## src/rtl/regfile_wb_arbiter.sv

```systemverilog
`default_nettype none
// ============================================================================
// Module      : regfile_wb_arbiter
// Description : Merges single-cycle ALU results and buffered load results onto
//               the single regfile write port. The ALU has strict priority and
//               all write-port outputs are registered. Defining
//               WB_SCOREBOARD_EN adds a pending-register scoreboard.
// Revision    : 1.0  initial release
// ============================================================================
module regfile_wb_arbiter #(
    parameter int LD_DEPTH = 4
) (
    input  logic                        clk,
    input  logic                        rst,
    input  logic                        alu_valid,
    input  logic [4:0]                  alu_rd,
    input  logic [31:0]                 alu_data,
    input  logic                        ld_valid,
    output logic                        ld_ready,
    input  logic [4:0]                  ld_rd,
    input  logic [31:0]                 ld_data,
`ifdef WB_SCOREBOARD_EN
    input  logic                        issue_valid,
    input  logic [4:0]                  issue_rd,
    output logic [31:0]                 pending,
`endif
    output logic                        we,
    output logic [4:0]                  writeaddr,
    output logic [31:0]                 writedata,
    output logic [$clog2(LD_DEPTH):0]   fifo_count
);

    localparam int c_PTR_W = $clog2(LD_DEPTH);
    localparam int c_CNT_W = c_PTR_W + 1;

    logic [36:0]          r_mem [LD_DEPTH];
    logic [c_PTR_W-1:0]   r_rd_ptr;
    logic [c_PTR_W-1:0]   r_wr_ptr;
    logic [c_CNT_W-1:0]   r_count;

    logic w_ld_acc;
    logic w_alu_wr;
    logic w_fifo_ne;
    logic w_pop;
    logic w_bypass;
    logic w_push;

    assign ld_ready   = (r_count != c_CNT_W'(LD_DEPTH));
    assign fifo_count = r_count;

    // rd==0 results are accepted but never written nor queued.
    assign w_ld_acc  = ld_valid & ld_ready;
    assign w_alu_wr  = alu_valid & (alu_rd != 5'd0);
    assign w_fifo_ne = (r_count != '0);
    assign w_pop     = ~w_alu_wr & w_fifo_ne;
    assign w_bypass  = ~w_alu_wr & ~w_fifo_ne & w_ld_acc & (ld_rd != 5'd0);
    assign w_push    = w_ld_acc & (ld_rd != 5'd0) & ~w_bypass;

    always_ff @(posedge clk) begin
        if (w_push) begin
            r_mem[r_wr_ptr] <= {ld_rd, ld_data};
        end
    end

    always_ff @(posedge clk or posedge rst) begin
        if (rst) begin
            r_rd_ptr  <= '0;
            r_wr_ptr  <= '0;
            r_count   <= '0;
            we        <= 1'b0;
            writeaddr <= 5'd0;
            writedata <= 32'd0;
        end else begin
            if (w_push) begin
                r_wr_ptr <= r_wr_ptr + c_PTR_W'(1);
            end
            if (w_pop) begin
                r_rd_ptr <= r_rd_ptr + c_PTR_W'(1);
            end
            r_count <= r_count + c_CNT_W'(w_push) - c_CNT_W'(w_pop);
            we      <= w_alu_wr | w_pop | w_bypass;
            if (w_alu_wr) begin
                writeaddr <= alu_rd;
                writedata <= alu_data;
            end else if (w_pop) begin
                writeaddr <= r_mem[r_rd_ptr][36:32];
                writedata <= r_mem[r_rd_ptr][31:0];
            end else if (w_bypass) begin
                writeaddr <= ld_rd;
                writedata <= ld_data;
            end
        end
    end

`ifdef WB_SCOREBOARD_EN
    logic [31:0] w_pending_nxt;

    // Clear follows the registered write; a same-cycle issue re-sets the bit.
    always_comb begin
        w_pending_nxt = pending;
        if (we) begin
            w_pending_nxt[writeaddr] = 1'b0;
        end
        if (issue_valid) begin
            w_pending_nxt[issue_rd] = 1'b1;
        end
        w_pending_nxt[0] = 1'b0;
    end

    always_ff @(posedge clk or posedge rst) begin
        if (rst) begin
            pending <= 32'd0;
        end else begin
            pending <= w_pending_nxt;
        end
    end
`endif

endmodule
`default_nettype wire

```

## config.mk

```make
export PLATFORM = sky130hd
export DESIGN_NAME = regfile_wb_arbiter
export DESIGN_NICKNAME = d
export VERILOG_FILES = /design/src/rtl/regfile_wb_arbiter.sv
export SDC_FILE = /design/constraint.sdc
export NUM_CORES = 1
export LEC_CHECK = 0
export ABC_CLOCK_PERIOD_IN_PS = 3100
export CORE_MARGIN = 8
export CORE_UTILIZATION = 50
export DETAILED_ROUTE_END_ITERATION = 8
export HOLD_SLACK_MARGIN = 0.02
export PLACE_DENSITY = 0.81
export SLEW_MARGIN = 20
export SYNTH_ARGS = -nofsm -noshare
export SYNTH_HDL_FRONTEND = slang
export SYNTH_SLANG_ARGS = --single-unit
```

## constraint.sdc

```tcl
create_clock -name clk -period 3.1 [get_ports clk]
set_clock_uncertainty 0.2 [all_clocks]
set_input_delay 0.93 -clock clk [delete_from_list [all_inputs] [get_ports clk]]
set_output_delay 0.93 -clock clk [all_outputs]
set_load 0.1 [all_outputs]
```

==> impl_metrics.yaml <==
placed_design:
  finalWeightedCongestion: 0.744
  hpwl_um: 12700
  io_buffers: 119
  placed_cell_area_um2: 9660
  place_ws_ns: -0.577
clocking:
  cts_tree: "yes"
  htreeDepth: 4
  clockBufferDepth: 2
  clkTransAtPathRegs_ns: 0.07
  cts_buffers: 17
  cts_hold_buf: 0
  clock_latency_ns: 0.42
  clkSinkCount: 193
  root_buffer: "clkbuf_16"
sta:
  slew_headroom: 0.507
  post-route-min-period_ns: 3.06
  rsz0062_at_grt: "no"
  min_period_over_period: 0.986
  setup_violations: 0
  hold_viol: 0
  drv_slew: 0
  tightest_slew_ns: 0.740
  fmax_mhz: 327
  timing.final.ws_setup_ns: 0.0441
route:
  vias_per_cell: 5.76
  wirelength_um: 19100
  ant_nets: 0
  drt-initial-drc-count: 286
  drcViolationCount: 0
  wl_per_cell_um: 23.3
  drt-pass1-iter-count: 4
  vias: 4716
synthesis:
  ys_seq_area_frac: 0.687
  syn_nets: 534
  synth_ff_type: "edfxtp_1"
  synth_cell_type_count: 35
  synth_seq_cells: 193
  synth_edf_count: 148
  avgSynthCellArea_um2: 18.1
  synthesis.area_um2: 8110
  yosys_warnings: 0
  synthArstFlopShare: 0.233
  syn_inst: 449
die:
  initial_core_util: 0.510
  fp.dieH_um: 143
  io_pins: 120
  die_area_um2: 20500
  rows: 46
  die_x_um: 143
  core_um2: 15900
global_route:
  grt_usage: 0.195
  grt_pass1_vias: 5293
  grt_max_degree: 50
  gr-total-overflow: 0
  grt_pass1_wl_um: 29700
  antenna_found_initial: 0
setup_path:
  critPathLaunchType: "input port"
  path_max_fanout: 2
  cp_data_arrival_time_ns: 3.16
  reg2reg_to: "writedata[11]"
  end_kind: "flop"
  crit_type: "input port to flop"
  ff2ff_path_depth: 5
  r2r-start: "r_rd_ptr[0]"
  r2r_setup_slack_ns: 0.49
  required_ns: 3.20
final_layout:
  layout.nets: 675
  layout_common_cells: "edfxtp_1 (148), clkdlybuf4s50_1 (70), buf_4 (69)"
  syn_to_final_growth_pct: 26.0
  num_antenna_cells: 0
  layout_commonest_cell: "edfxtp_1"
  final_core_util: 0.643
  drive_gt1_frac: 0.335
  stdcell_area_um2: 10200
run_status:
  outcome: "finished, final reports clean"
power_and_ir_drop:
  p_sw_mw: 4.68
  power.share.sequential: 0.360
  comb_power_share: 0.464
  cellLeakagePower_nw: 3.69
  p_per_area_nw_per_um2: 1070
  p_int_mw: 6.27
  p_clk_frac: 0.176
  fin_total_pwr_mw: 11.0
  peakVddDrop_v: 0.000751
  sw_frac_of_total: 0.427
min_path:
  min_delay_worst_endpoint: "writedata[0]"
  hold_depth: 2
  worst_hold_path_type: "flop to flop"
  min-delay-start: "writedata[0]"
run:
  drv_cap: 0
-- layout make-up --
type,count,area (um2)
clock inverters,10,63.8
multi-input cells,216,2380
fillers,1106,5670
flip-flops and latches,193,5570
inverters,8,30.0
clock buffers,22,454
repair buffers,154,1450
well taps,216,270
-- routing by layer --
metal,up-vias,wire length [um],global-route usage
met3,25,1120,0.0521
met5,-,0,0
met4,0,286,0.0592
met2,167,10000,0.334
li1,2076,-,-
met1,2448,7660,0.236
-- how the worst max path moves through the flow --
stage | cells after the start | from | to | slack [ns]
global placement | 12 | alu_rd[3] | fifo_count[2] | -0.49
detailed placement | 12 | alu_rd[3] | fifo_count[2] | -0.58
global route | 12 | ld_rd[4] | fifo_count[2] | 0.006
floorplan | 11 | alu_rd[3] | fifo_count[2] | -0.23
finish | 12 | ld_rd[4] | fifo_count[2] | 0.04
CTS | 12 | ld_rd[2] | fifo_count[2] | 0.03
-- state kept, by name, summed over array words and instances (netlist names) --
register	flops
fifo_count	3
r_mem	148
r_rd_ptr	2
r_wr_ptr	2
we	1
writeaddr	5
writedata	32
-- power by group through the flow --
stage | registers, mW | clock network, mW | logic, mW
2_1_floorplan | 5.72 | 0 | 1.95
3_3_place_gp | 3.94 | 0 | 4.97
3_5_place_dp | 3.99 | 0 | 5.06
4_1_cts | 3.94 | 1.96 | 5.11
5_1_grt | 4.01 | 2.06 | 5.32
6_report | 3.94 | 1.93 | 5.09
-- cell families (layout without fill, tap and decap cells) --
group,after synthesis,in the layout,synth area share
AOI/OAI and AO/OA,43,43,0.0289
xor gates and xnor gates,5,5,0.00540
adders and majority gates,7,7,0.0117
buffers and inverters,40,194,0.0302
DFF,193,193,0.687
muxes,108,108,0.196
and+or+nand+nor,53,53,0.0407
-- synthesized netlist by cell type (3+ instances only) --
master | n | area (um2)
and2_1 | 5 | 31.3
buf_2 | 13 | 65.1
buf_4 | 4 | 30.0
buf_6 | 4 | 45.0
buf_8 | 3 | 45.0
clkbuf_1 | 6 | 22.5
dfrtp_1 | 45 | 1130
edfxtp_1 | 148 | 4440
ha_1 | 6 | 75.1
inv_1 | 7 | 26.3
mux2_2 | 36 | 405
mux2i_1 | 35 | 350
mux4_2 | 37 | 833
nand2_1 | 3 | 11.3
nand4_1 | 35 | 219
o21ai_1 | 36 | 180
xnor2_1 | 4 | 35.0
-- per-stage QoR --
stage | TNS, ns | hold slack (ns) | instances
2_1_floorplan | -0.324 | 0.334 | 449
3_3_place_gp | -28.52 | 0.302 | 785
3_5_place_dp | -40.74 | 0.310 | 785
4_1_cts | 0 | 0.325 | 819
5_1_grt | 0 | 0.348 | 819
6_report | 0 | 0.322 | 819
-- what timing repair did --
action | in CTS | in global routing
pin swaps | 7 | 6
buffers inserted | 2 | 0
resized for setup | 11 | 3
endpoints found under the setup margin | 4 | 31
-- worst max-delay path: stages --
cell             delay (ns)
clkdlybuf4s50_1        0.45
or4_4                  0.44
o21ai_4                0.16
a21oi_2                0.07
inv_2                  0.08
ha_4                   0.20
inv_2                  0.06
ha_4                   0.11
inv_2                  0.03
fa_2                   0.34
xnor2_2                0.15
xnor2_1                0.14
(Power assumes the default switching activity.)
